File: src/rtl/li_expander_pkg.sv
// Shared defines for the load-immediate expander: widths, opcodes, encoders.
package li_expander_pkg;

    localparam int unsigned WORD_LEN = 32;
    localparam int unsigned REG_W    = 5;
    localparam int unsigned IMM_LO_W = 12;
    localparam int unsigned IMM_HI_W = WORD_LEN - IMM_LO_W;

    localparam logic [6:0]          OP_LUI    = 7'b0110111;
    localparam logic [6:0]          OP_IMM    = 7'b0010011;
    localparam logic [2:0]          F3_ADDI   = 3'b000;
    localparam logic [WORD_LEN-1:0] NOP_INSTR = 32'h0000_0013;

    // LUI rd, hi
    function automatic logic [WORD_LEN-1:0] enc_lui(input logic [IMM_HI_W-1:0] hi,
                                                    input logic [REG_W-1:0]    rd);
        return {hi, rd, OP_LUI};
    endfunction

    // ADDI rd, rs1, lo
    function automatic logic [WORD_LEN-1:0] enc_addi(input logic [IMM_LO_W-1:0] lo,
                                                     input logic [REG_W-1:0]    rs1,
                                                     input logic [REG_W-1:0]    rd);
        return {lo, rs1, F3_ADDI, rd, OP_IMM};
    endfunction

endpackage

File: src/rtl/li_split.sv
// Splits a 32-bit constant into LUI/ADDI immediates and flags which are needed.
//   in_imm    : constant to materialise
//   hi        : upper 20 bits, pre-compensated for ADDI sign extension of lo
//   lo        : low 12 bits
//   need_lui  : hi is non-zero
//   need_addi : lo is non-zero, or hi is zero (ADDI alone must carry the value)
module li_split
    import li_expander_pkg::*;
(
    input  logic [WORD_LEN-1:0] in_imm,
    output logic [IMM_HI_W-1:0] hi,
    output logic [IMM_LO_W-1:0] lo,
    output logic                need_lui,
    output logic                need_addi
);

    // (imm + 0x800) >> 12 == imm[31:12] + imm[11], wrapping at 20 bits
    always_comb begin
        lo        = in_imm[IMM_LO_W-1:0];
        hi        = in_imm[WORD_LEN-1:IMM_LO_W] + IMM_HI_W'(in_imm[IMM_LO_W-1]);
        need_lui  = (hi != '0);
        need_addi = (lo != '0) || (hi == '0);
    end

endmodule

File: src/rtl/li_expander.sv
// Load-immediate pseudo-instruction expander: turns {imm, rd} into the minimal
// RV32I sequence (ADDI, LUI, or LUI+ADDI) over valid/ready handshakes.
//   clk, rstn            : clock, asynchronous active-low reset
//   in_valid/in_ready    : request handshake (ready only while idle)
//   in_imm, in_rd        : constant and destination register
//   out_valid/out_ready  : instruction handshake
//   out_instr, out_last  : encoded instruction, final-of-sequence flag
module li_expander
    import li_expander_pkg::*;
#(
    parameter int unsigned W = WORD_LEN
) (
    input  logic             clk,
    input  logic             rstn,
    input  logic             in_valid,
    output logic             in_ready,
    input  logic [W-1:0]     in_imm,
    input  logic [REG_W-1:0] in_rd,
    output logic             out_valid,
    input  logic             out_ready,
    output logic [W-1:0]     out_instr,
    output logic             out_last
);

    typedef enum logic [1:0] {
        IDLE  = 2'd0,
        FIRST = 2'd1,
        LAST  = 2'd2
    } state_e;

    state_e              state_q, state_d;
    logic [W-1:0]        out_instr_d;
    logic [W-1:0]        pend_q, pend_d;
    logic [IMM_HI_W-1:0] hi;
    logic [IMM_LO_W-1:0] lo;
    logic                need_lui, need_addi;

    li_split u_split (
        .in_imm    (in_imm),
        .hi        (hi),
        .lo        (lo),
        .need_lui  (need_lui),
        .need_addi (need_addi)
    );

    // Next state, next instruction, and the ADDI parked while LUI is presented
    always_comb begin
        state_d     = state_q;
        out_instr_d = out_instr;
        pend_d      = pend_q;
        case (state_q)
            IDLE: begin
                if (in_valid) begin
                    if (in_rd == '0) begin
                        out_instr_d = NOP_INSTR;
                        state_d     = LAST;
                    end else if (need_lui && need_addi) begin
                        out_instr_d = enc_lui(hi, in_rd);
                        pend_d      = enc_addi(lo, in_rd, in_rd);
                        state_d     = FIRST;
                    end else if (need_lui) begin
                        out_instr_d = enc_lui(hi, in_rd);
                        state_d     = LAST;
                    end else begin
                        out_instr_d = enc_addi(lo, REG_W'(0), in_rd);
                        state_d     = LAST;
                    end
                end
            end
            FIRST: begin
                if (out_ready) begin
                    out_instr_d = pend_q;
                    state_d     = LAST;
                end
            end
            LAST: begin
                if (out_ready) begin
                    state_d = IDLE;
                end
            end
            default: state_d = IDLE;
        endcase
    end

    // State and registered outputs, all derived from the next state
    always_ff @(posedge clk or negedge rstn) begin
        if (!rstn) begin
            state_q   <= IDLE;
            pend_q    <= '0;
            out_instr <= '0;
            out_valid <= 1'b0;
            out_last  <= 1'b0;
            in_ready  <= 1'b1;
        end else begin
            state_q   <= state_d;
            pend_q    <= pend_d;
            out_instr <= out_instr_d;
            out_valid <= (state_d != IDLE);
            out_last  <= (state_d == LAST);
            in_ready  <= (state_d == IDLE);
        end
    end

endmodule

File: config.mk
export PLATFORM = sky130hd
export DESIGN_NAME = li_expander
export DESIGN_NICKNAME = d
export VERILOG_FILES = /design/src/rtl/li_expander_pkg.sv /design/src/rtl/li_split.sv /design/src/rtl/li_expander.sv
export SDC_FILE = /design/constraint.sdc
export NUM_CORES = 1
export LEC_CHECK = 0
export CORE_MARGIN = 10
export CORE_UTILIZATION = 37
export DETAILED_ROUTE_END_ITERATION = 16
export PLACE_DENSITY = 0.72
export SYNTH_ARGS = -nofsm -noshare
export SYNTH_HDL_FRONTEND = slang
export SYNTH_HIERARCHICAL = 1
export SYNTH_SLANG_ARGS = --single-unit
File: constraint.sdc
create_clock -name clk -period 4 [get_ports clk]
set_input_delay 1 -clock clk [delete_from_list [all_inputs] [get_ports clk]]
set_output_delay 1 -clock clk [all_outputs]
set_load 0.005 [all_outputs]
==> metrics.md, run 1 <==
| Metric | Value |
|---|---|
| Number of distinct library cells after synthesis | 59 |
| Number of nets in the final layout | 431 |
| Result of the run | finished clean |
| Vias after detailed routing | 2803 |
| Tot GR Track Use | 13.5% |
| DRC viols | 0 |
| Hold bufs inserted after CTS | 0 |
| Leading cell type in the layout, fill and taps excluded | clkdlybuf4s50_1 |
| Cells along the critical path | clkdlybuf4s50_1 > ha_1 > ha_1 > and4_2 > nand4b_1 > or4b_2 > nand3_1 > nand4_1 > buf_4 > o211a_1 > a221o_1 |
| Clock tree sinks | 50 |
| Async S/R FF share, synth | 100% |
| Multiplexer area fraction after synthesis | 11.4% |
| Die width | 113 um |
| DP Worst Slack | -314 ps |
| Detailed Place HPWL | 6940 um |
| Critical Path Slowest Stage Cell | or4b_2 |
| Starting density of the core | 38.4% |
| Number of I/O pins | 76 |
| Post-synthesis share of cell area spent on full adders, half adders and majority gates | 1.18% |
| DRC marker count from the first detailed-route iteration | 192 |
| Final hold slack | 496 ps |
| Worst R2R Path Depth | 4 |
| TritonCTS clock tree | yes |
| Largest family of logic cells by synthesized area | compound AO/OA/AOI/OAI gates |
| Count of synthesis-stage warnings from yosys | 6 |
| Total count of max-transition violations in the final report | 0 |
| Maximum level of the CTS H-tree | 2 |
| Clk buf depth | 2 |
| Flip-flop and latch count after synthesis | 50 |
| Core area | 8300 um^2 |
| CTS clock-pin slew for the worst setup and hold paths | 90 ps |
| Worst IR Drop VDD | 0.000247 V |
| Total buffers and inverters traversed by the critical path | 2 |
| DRT antenna net count | 0 |
| Final weighted congestion in routability-driven placement | 0.852 |
| Maximum number of pins on one net before global-route repair | 51 |
| Number of global-route vias before repair | 2884 |
| Rel. slew slack | 25.2% |
| Height of the die | 113 um |
| Levels on crit path | 11 |
| Gr ovfl total | 0 |
| Root buf cell | clkbuf_8 |
| Kind of cell adding the most delay to the critical path | simple AND/OR/NAND/NOR gates |
| Hold Path Stages | 1 |
| Total leakage power | 1.80 nW |
| Final hold violation count | 0 |
| Setup repair after global routing missed its margin | false |
| Count of antenna diodes in the layout | 0 |
| Data arrival at the endpoint of the critical path | 4040 ps |
| Slew at the pin with the worst max-slew slack | 1120 ps |
| Number of standard cells after synthesis | 299 |
| Final cell count without fillers | 493 |
| Post-route setup TNS | 0 ps |
| P&R area growth vs syn | 34.7% |
| Share of the synthesized area in compound gates (AO/OA/AOI/OAI) | 20.2% |
| Top library cells by usage in the layout, fill and taps aside | 72 x clkdlybuf4s50_1, 49 x dfrtp_1, 42 x buf_4 |
| Slowest Stage Delay on Critical Path | 620 ps |
| Via density | 5.69 |
| Final worst path period need | 3850 ps |
| Number of buffers created by CTS | 5 |
| Antenna violations before repair | 0 |
| # Post-CTS Setup Buffers | 0 |
| Sequential element share of the synthesized area | 39.3% |
| Min setup slack post-route | 154 ps |
| Number of enable flip-flop cells after synthesis | 0 |
| Post-synth top flop | dfrtp_1 |
| XOR/XNOR share of the synthesized area | 5.22% |
| Class of the worst hold path | reg2reg |
| Power per unit of standard cell area | 571 nW/um^2 |
| Wire length per cell after detailed routing | 18.3 um |
| Area share of and/or/nand/nor cells after synthesis | 15.3% |
| Required time of the worst setup path | 4190 ps |
| Critical path capture point type | register |
| Clock latency on the worst-skew pair | 300 ps |
| First-pass iteration count of the detailed router | 5 |
| Port bufs | 73 |
| Fin Clk Skew | 1.75 ps |
| Setup violation total in the final timing report | 0 |
| Number of max-cap violations | 0 |
| Post-route core utilization | 51.7% |
| Row cnt | 33 |
| First-pass GRT wire length | 14600 um |
| Die area | 12700 um^2 |
| CP Launch Type | primary input |
| Total wirelength of the detailed-routed design | 9010 um |
| Post-Synthesis Cell Area | 3190 um^2 |
| Fmax | 0.260 GHz |
| Critical path type | in2reg |
| Avg Cell Area, Syn | 10.7 um^2 |
| DP Cell Count | 483 |
| Most Frequent Cell on Critical Path | ha_1 |
| Proportion of layout cells with a drive suffix above 1 | 24.5% |
| Final Cycle Share | 96.2% |
| Maximum fanout along the worst path | 9 |
[through the flow]
stage | power (W) | instance area (um^2)
2_1_floorplan | 0.00158 | 3190
3_3_place_gp | 0.00211 | 4140
3_5_place_dp | 0.00214 | 4140
4_1_cts | 0.00245 | 4240
5_1_grt | 0.00263 | 4290
6_report | 0.00245 | 4290
[worst paths after layout]
kind,endpoint,slack (ps),start
setup / recovery,out_instr[15]$_DFFE_PN0P_,150,in_imm[11]
hold / removal,pend_q[4]$_DFFE_PN0P_,500,pend_q[4]$_DFFE_PN0P_
setup reg to reg,out_instr[11]$_DFFE_PN0P_,1880,state_q[0]$_DFF_PN0_
hold reg to reg,pend_q[4]$_DFFE_PN0P_,500,pend_q[4]$_DFFE_PN0P_
max in group asynchronous,out_instr[16]$_DFFE_PN0P_,2410,rstn
min in group asynchronous,out_instr[27]$_DFFE_PN0P_,910,rstn
[cell usage after synthesis (9+ instances only)]
master      n  share of area (%)
buf_4      18                4.2
clkbuf_1    9                1.1
dfrtp_1    49                 38
nand2_1    13                1.5
o211ai_1   10                2.4
xnor2_1    13                3.6
a2bb2oi_1  11                3.0
a211oi_1   11                2.6
mux2_2     19                6.7
a221o_1    10                3.1
a22o_1      9                2.5
nor2_1     10                1.2
[cells by family (layout without fill, tap and decap cells)]
| family | after synthesis | count (layout) |
|---|---|---|
| multiplexers | 30 | 30 |
| flip-flops | 50 | 50 |
| other | 1 | 2 |
| AND/OR/NAND/NOR | 79 | 79 |
| adder cells (fa/ha/maj) | 3 | 3 |
| XOR/XNOR | 19 | 19 |
| buffers and inverters | 40 | 126 |
| AO/OA/AOI/OAI | 77 | 79 |
[metal layers]
| layer | up-vias | global-route usage (%) | share of wire (%) |
|---|---|---|---|
| met5 | - | 0 | 0 |
| met4 | 0 | 2.71 | 0.78 |
| met3 | 9 | 3.80 | 7.6 |
| met2 | 110 | 21.8 | 46 |
| met1 | 1376 | 17.7 | 45 |
| li1 | 1308 | - | - |
[what timing repair did]
item / 4_1_cts / 5_1_grt
pin swaps: 0 / 2
hold endpoints to repair: 0 / 0
gates resized for setup: 1 / 5
endpoints found under the setup margin: 7 / 19
cloned: 0 / 2
[power breakdown]
| part | internal, W | total [W] | switching [W] |
|---|---|---|---|
| clock network | 0.000139 | 0.000309 | 0.000170 |
| registers | 0.000758 | 0.000975 | 0.000217 |
| logic | 0.000731 | 0.00117 | 0.000439 |
[layout make-up]
| cell class | count | area [um^2] |
|---|---|---|
| clock inverter | 2 | 12.5 |
| timing repair buffer | 115 | 1040 |
| multi-input combinational | 212 | 1760 |
| tap | 105 | 131 |
| fill | 757 | 4010 |
| inverter | 3 | 11.3 |
| clock buffer | 6 | 82.6 |
| sequential | 50 | 1250 |
[worst register-to-register path, delay by kind of cell, from the launching register on]
kind                   cells  cell delay, ps
and+or+nand+nor            1             390
DFF                        1             860
AOI/OAI and AO/OA          1             370
buffers and inverters      1             210
muxes                      1             170
[state kept, by name, summed over array words and instances, names as in the netlist]
register and flops:
pend_q 18, out_valid 1, state_q 2, in_ready 1, out_last 1, out_instr 27
Power figures use the tool's default switching activity.
==> inputs of run 2 (changes only) <==
--- a/config.mk
+++ b/config.mk
@@ -8,6 +8,7 @@
 export CORE_MARGIN = 10
 export CORE_UTILIZATION = 37
 export DETAILED_ROUTE_END_ITERATION = 16
+export MAX_ROUTING_LAYER = met4
 export PLACE_DENSITY = 0.72
 export SYNTH_ARGS = -nofsm -noshare
 export SYNTH_HDL_FRONTEND = slang
==> run 2 against run 1 <==
  * Hold slack worse by 5.4 ps
  * Utilization is 0.32 points higher
  * Routed wire length is 2.4% higher
==> metrics.md, run 2 (synthesized netlist as in run 1, its figures left out) <==
| Metric | Value |
|---|---|
| Result of the run | finished clean |
| Proportion of layout cells with a drive suffix above 1 | 24.7% |
| Root buf cell | clkbuf_8 |
| P&R area growth vs syn | 35.5% |
| Final Cycle Share | 96.4% |
| Largest register by flop count | out_instr |
| Maximum number of pins on one net before global-route repair | 39 |
| Final hold slack | 491 ps |
| Row cnt | 33 |
| Critical path type | in2reg |
| Clock tree sinks | 50 |
| Maximum level of the CTS H-tree | 2 |
| Critical Path Start | in_imm[11] |
| First-pass GRT wire length | 15200 um |
| Capture point of the worst path | pend_q[24]$_DFFE_PN0P_ |
| CTS clock-pin slew for the worst setup and hold paths | 90 ps |
| Post-layout total power | 0.00249 W |
| Reg-to-Reg Start | state_q[0]$_DFF_PN0_ |
| Number of I/O pins | 76 |
| Maximum fanout along the worst path | 9 |
| Setup violation total in the final timing report | 0 |
| Standard cell area after detailed placement | 4170 um^2 |
| DRC viols | 0 |
| Number of max-cap violations | 0 |
| Gr ovfl total | 0 |
| Die width | 113 um |
| Detailed Place HPWL | 7050 um |
| Top library cells by usage in the layout, fill and taps aside | 72 x clkdlybuf4s50_1, 49 x dfrtp_1, 47 x buf_4 |
| DP Worst Slack | -408 ps |
| Clk buf depth | 2 |
| Design area | 4320 um^2 |
| DRT antenna net count | 0 |
| Rel. slew slack | 44.0% |
| Critical path capture point type | register |
| Number of flip-flops under the largest register name | 27 |
| Total wirelength of the detailed-routed design | 9230 um |
| DRC marker count from the first detailed-route iteration | 144 |
| Starting density of the core | 38.4% |
| Clock latency on the worst-skew pair | 300 ps |
| Worst IR Drop VDD | 0.000295 V |
| Final weighted congestion in routability-driven placement | 0.889 |
| Total count of max-transition violations in the final report | 0 |
| Vias after detailed routing | 2802 |
| Leading cell type in the layout, fill and taps excluded | clkdlybuf4s50_1 |
| Setup slack, reg-to-reg | 1860 ps |
| Number of global-route vias before repair | 2930 |
| Required time of the worst setup path | 4180 ps |
| Via density | 5.64 |
| Core area | 8300 um^2 |
| Class of the worst hold path | reg2reg |
| Die area | 12700 um^2 |
| Number of nets in the final layout | 435 |
| Min setup slack post-route | 145 ps |
| CP Launch Type | primary input |
| Total leakage power | 1.81 nW |
| Worst R2R Path Depth | 4 |
| Registers with the most flip-flops | out_instr: 27 flops, pend_q: 18 flops, state_q: 2 flops |
| First-pass iteration count of the detailed router | 4 |
| Power per unit of standard cell area | 577 nW/um^2 |
| Data arrival at the endpoint of the critical path | 4040 ps |
| Antenna violations before repair | 0 |
| Fin Clk Skew | 5.38 ps |
| Final worst path period need | 3860 ps |
| Endpoint of the lowest-slack register-to-register path | out_instr[7]$_DFFE_PN0P_ |
| Fmax | 0.259 GHz |
| Final hold violation count | 0 |
| Height of the die | 113 um |
| Wire length per cell after detailed routing | 18.6 um |
| TritonCTS clock tree | yes |
| Port bufs | 73 |
| Count of antenna diodes in the layout | 0 |
| Tot GR Track Use | 14.6% |
| Slew at the pin with the worst max-slew slack | 839 ps |
| Number of buffers created by CTS | 5 |
run 2: cell count changes in the layout (fill, tap and decap cells not counted):
cell        change
and2_2          +1
and2_4          -1
clkbuf_1        +2
clkinv_2        -1
buf_4           +5
o211ai_4        -1
bufinv_16       +1
clkbuf_8        -1
clkinvlp_4      -1
run 2: through the flow:
stage                     utilization, %  std cells  TNS (ps)
after detailed placement            50.3        487    -10460
after floorplan                        -        300         0
after global placement              50.3        487     -5160
final                               52.0        497         0
after CTS                           51.6        495         0
after global routing                52.0        497     -7.02
run 2: final cells by class:
cell class,instances,area [um^2]
inverter,3,11.3
timing repair buffer,120,1080
clock buffer,7,76.3
tap,105,131
fill,746,3980
clock inverter,1,30.0
sequential,50,1250
multi-input combinational,211,1740
run 2: power by group:
part           internal, W  switching, W
clock             0.000187      0.000163
combinational     0.000728      0.000436
sequential        0.000758      0.000219
run 2: critical path, stage by stage:
cell	delay [ps]
clkdlybuf4s50_1	460
ha_1	230
ha_1	190
buf_4	150
xor2_1	150
or4_1	430
a2111oi_2	340
nand4_1	210
nand4_1	110
and2_2	220
o211ai_4	200
mux2_4	350
run 2: worst min-delay path by stage:
stage / depth (start not counted) / to / slack (ps) / startpoint
after global placement: 1 / pend_q[4]$_DFFE_PN0P_ / 460 / pend_q[4]$_DFFE_PN0P_
after CTS: 1 / pend_q[4]$_DFFE_PN0P_ / 500 / pend_q[4]$_DFFE_PN0P_
after floorplan: 1 / pend_q[4]$_DFFE_PN0P_ / 440 / pend_q[4]$_DFFE_PN0P_
final: 1 / pend_q[4]$_DFFE_PN0P_ / 490 / pend_q[4]$_DFFE_PN0P_
after detailed placement: 1 / pend_q[4]$_DFFE_PN0P_ / 470 / pend_q[4]$_DFFE_PN0P_
after global routing: 1 / out_instr[9]$_DFFE_PN0P_ / 530 / out_instr[9]$_DFFE_PN0P_
run 2: what timing repair did:
item | CTS | global route
gates resized for setup | 1 | 3
pin swaps | 0 | 2
buffers inserted | 0 | 1
hold buffers | 0 | 0
gates cloned | 0 | 1
endpoints found under the setup margin | 18 | 19
run 2: metal layers:
layer,track usage (%),vias up,wire length [um]
li1,-,1316,-
met1,18.6,1386,4210
met2,23.4,98,4430
met3,3.59,2,572
met4,1.95,0,23
met5,-,-,0
==> inputs of run 3 (changes only) <==
--- a/config.mk
+++ b/config.mk
@@ -7,9 +7,10 @@
 export LEC_CHECK = 0
 export CORE_MARGIN = 10
 export CORE_UTILIZATION = 37
+export CTS_CLUSTER_SIZE = 40
 export DETAILED_ROUTE_END_ITERATION = 16
 export MAX_ROUTING_LAYER = met4
-export PLACE_DENSITY = 0.72
+export PLACE_DENSITY_LB_ADDON = 0.2
 export SYNTH_ARGS = -nofsm -noshare
 export SYNTH_HDL_FRONTEND = slang
 export SYNTH_HIERARCHICAL = 1
==> run 3 against run 2 <==
  * Final cell count shrank 0.20%
  * Non-clock buffer count is the same
  * Sequential share of layout area is essentially flat
  * Clock skew grew 8.4 ps
  * Critical path depth grew 2
  * Largest power group unchanged
==> metrics.md, run 3 (synthesized netlist as in run 1, its figures left out) <==
| Metric | Value |
|---|---|
| Final Cycle Share | 95.2% |
| CTS clock-pin slew for the worst setup and hold paths | 100 ps |
| Worst hold start | pend_q[4]$_DFFE_PN0P_ |
| Total count of max-transition violations in the final report | 0 |
| Result of the run | finished clean |
| CP Launch Type | primary input |
| Hold endpoint | pend_q[4]$_DFFE_PN0P_ |
| Number of flip-flops under the largest register name | 27 |
| Internal Dissipation | 0.00170 W |
| Registers with the most flip-flops | out_instr: 27 flops, pend_q: 18 flops, state_q: 2 flops |
| Setup repair after global routing missed its margin | false |
| Leading cell type in the layout, fill and taps excluded | clkdlybuf4s50_1 |
| First-pass iteration count of the detailed router | 4 |
| Number of global-route vias before repair | 2881 |
| Endpoint of the lowest-slack register-to-register path | out_instr[8]$_DFFE_PN0P_ |
| DRT antenna net count | 0 |
| Setup violation total in the final timing report | 0 |
| Number of I/O pins | 76 |
| Fin Clk Skew | 13.7 ps |
| Critical path capture point type | register |
| Port bufs | 73 |
| Gr ovfl total | 0 |
| Total wirelength of the detailed-routed design | 9200 um |
| NetSw | 0.000834 W |
| Height of the die | 113 um |
| Number of max-cap violations | 0 |
| TritonCTS clock tree | yes |
| Vias after detailed routing | 2731 |
| P&R area growth vs syn | 35.3% |
| Worst R2R Path Depth | 4 |
| Starting density of the core | 38.4% |
| Core area | 8300 um^2 |
| Fmax | 0.263 GHz |
| Final hold violation count | 0 |
| Proportion of layout cells with a drive suffix above 1 | 24.6% |
| Via density | 5.51 |
| Hold bufs inserted after CTS | 0 |
| Clock latency on the worst-skew pair | 310 ps |
| Die area | 12700 um^2 |
| Worst IR Drop VDD | 0.000264 V |
| Post-cts resize count | 0 |
| Final worst path period need | 3810 ps |
| Reg-to-Reg Start | state_q[0]$_DFF_PN0_ |
| Power per unit of standard cell area | 588 nW/um^2 |
| Combinational cell fraction of total power | 45.9% |
| Clock tree sinks | 50 |
| Data arrival at the endpoint of the critical path | 4010 ps |
| Part of the total power dissipated in sequential elements | 38.7% |
| DP Worst Slack | -236 ps |
| Tot GR Track Use | 14.7% |
| Total leakage power | 1.80 nW |
| Class of the worst hold path | reg2reg |
| Hold Path Stages | 1 |
| Maximum level of the CTS H-tree | 2 |
| Wire length per cell after detailed routing | 18.5 um |
| Count of antenna diodes in the layout | 0 |
| Maximum fanout along the worst path | 14 |
| Min setup slack post-route | 191 ps |
| Number of nets in the final layout | 434 |
| Clock power share | 15.4% |
| Required time of the worst setup path | 4200 ps |
| Top library cells by usage in the layout, fill and taps aside | 72 x clkdlybuf4s50_1, 49 x dfrtp_1, 46 x buf_4 |
| Number of buffers created by CTS | 5 |
| Post-layout total power | 0.00253 W |
| First-pass GRT wire length | 15300 um |
| Final weighted congestion in routability-driven placement | 0.894 |
| Root buf cell | clkbuf_8 |
| Die width | 113 um |
| DRC viols | 0 |
| Setup slack, reg-to-reg | 1840 ps |
| Slew at the pin with the worst max-slew slack | 868 ps |
| Maximum number of pins on one net before global-route repair | 39 |
| Largest register by flop count | out_instr |
| Detailed Place HPWL | 7080 um |
| Row cnt | 33 |
| Critical path type | in2reg |
| Clk buf depth | 2 |
| Antenna violations before repair | 0 |
| Rel. slew slack | 42.1% |
| DRC marker count from the first detailed-route iteration | 146 |
| Switching Fraction | 32.9% |
-- run 3: through the flow --
stage	cell area, um^2	hold slack, ps	TNS [ps]	utilization, %	std cells
global route	4310	497	0	52.0	496
CTS	4290	482	0	51.6	494
finish	4310	481	0	52.0	496
global placement	4160	453	-3000	50.2	486
detailed placement	4160	457	-4730	50.2	486
floorplan	3190	435	0	-	300
-- run 3: how the worst max path moves through the flow --
stage,startpoint,to,cells after the start
after floorplan,in_imm[11],pend_q[18]$_DFFE_PN0P_,12
after global placement,in_imm[12],pend_q[27]$_DFFE_PN0P_,13
after detailed placement,in_imm[11],pend_q[26]$_DFFE_PN0P_,11
after CTS,in_imm[11],pend_q[16]$_DFFE_PN0P_,11
after global routing,in_imm[11],pend_q[18]$_DFFE_PN0P_,14
final,in_imm[12],pend_q[30]$_DFFE_PN0P_,14
-- run 3: what timing repair did --
item | in CTS | in global routing
setup endpoints to repair | 0 | 18
setup buffers | 0 | 2
endpoints found under the hold margin | 0 | 0
-- run 3: metal layers --
metal / routed length [um] / GRT usage [%]
met1: 4560 / 20.6
met3: 421 / 2.69
met4: 126 / 3.38
met2: 4080 / 21.3
met5: 0 / -
-- run 3: final cells by class --
type                            count  area [um^2]
Fill cell                         750         3990
Clock inverter                      2         38.8
Timing Repair Buffer              120         1090
Inverter                            3         11.3
Clock buffer                        6         82.6
Tap cell                          105          131
Multi-Input combinational cell    210         1710
Sequential cell                    50         1250
-- run 3: power by group through the flow --
stage                     clock, W  sequential [W]  combinational (W)
after CTS                 0.000396        0.000980            0.00116
after global routing      0.000417         0.00103            0.00127
after detailed placement         0        0.000988            0.00116
after global placement           0        0.000982            0.00114
final                     0.000389        0.000981            0.00116
after floorplan                  0        0.000906           0.000677
-- run 3: critical path, stage by stage --
cell and delay [ps]:
clkdlybuf4s50_1 500, ha_1 160, ha_1 150, buf_4 120
buf_4 110, nand4_1 170, nor3_1 370, nand4_1 140
a22oi_1 240, nand4_1 190, and2_1 250, o211ai_4 100
buf_12 180, mux2_2 340
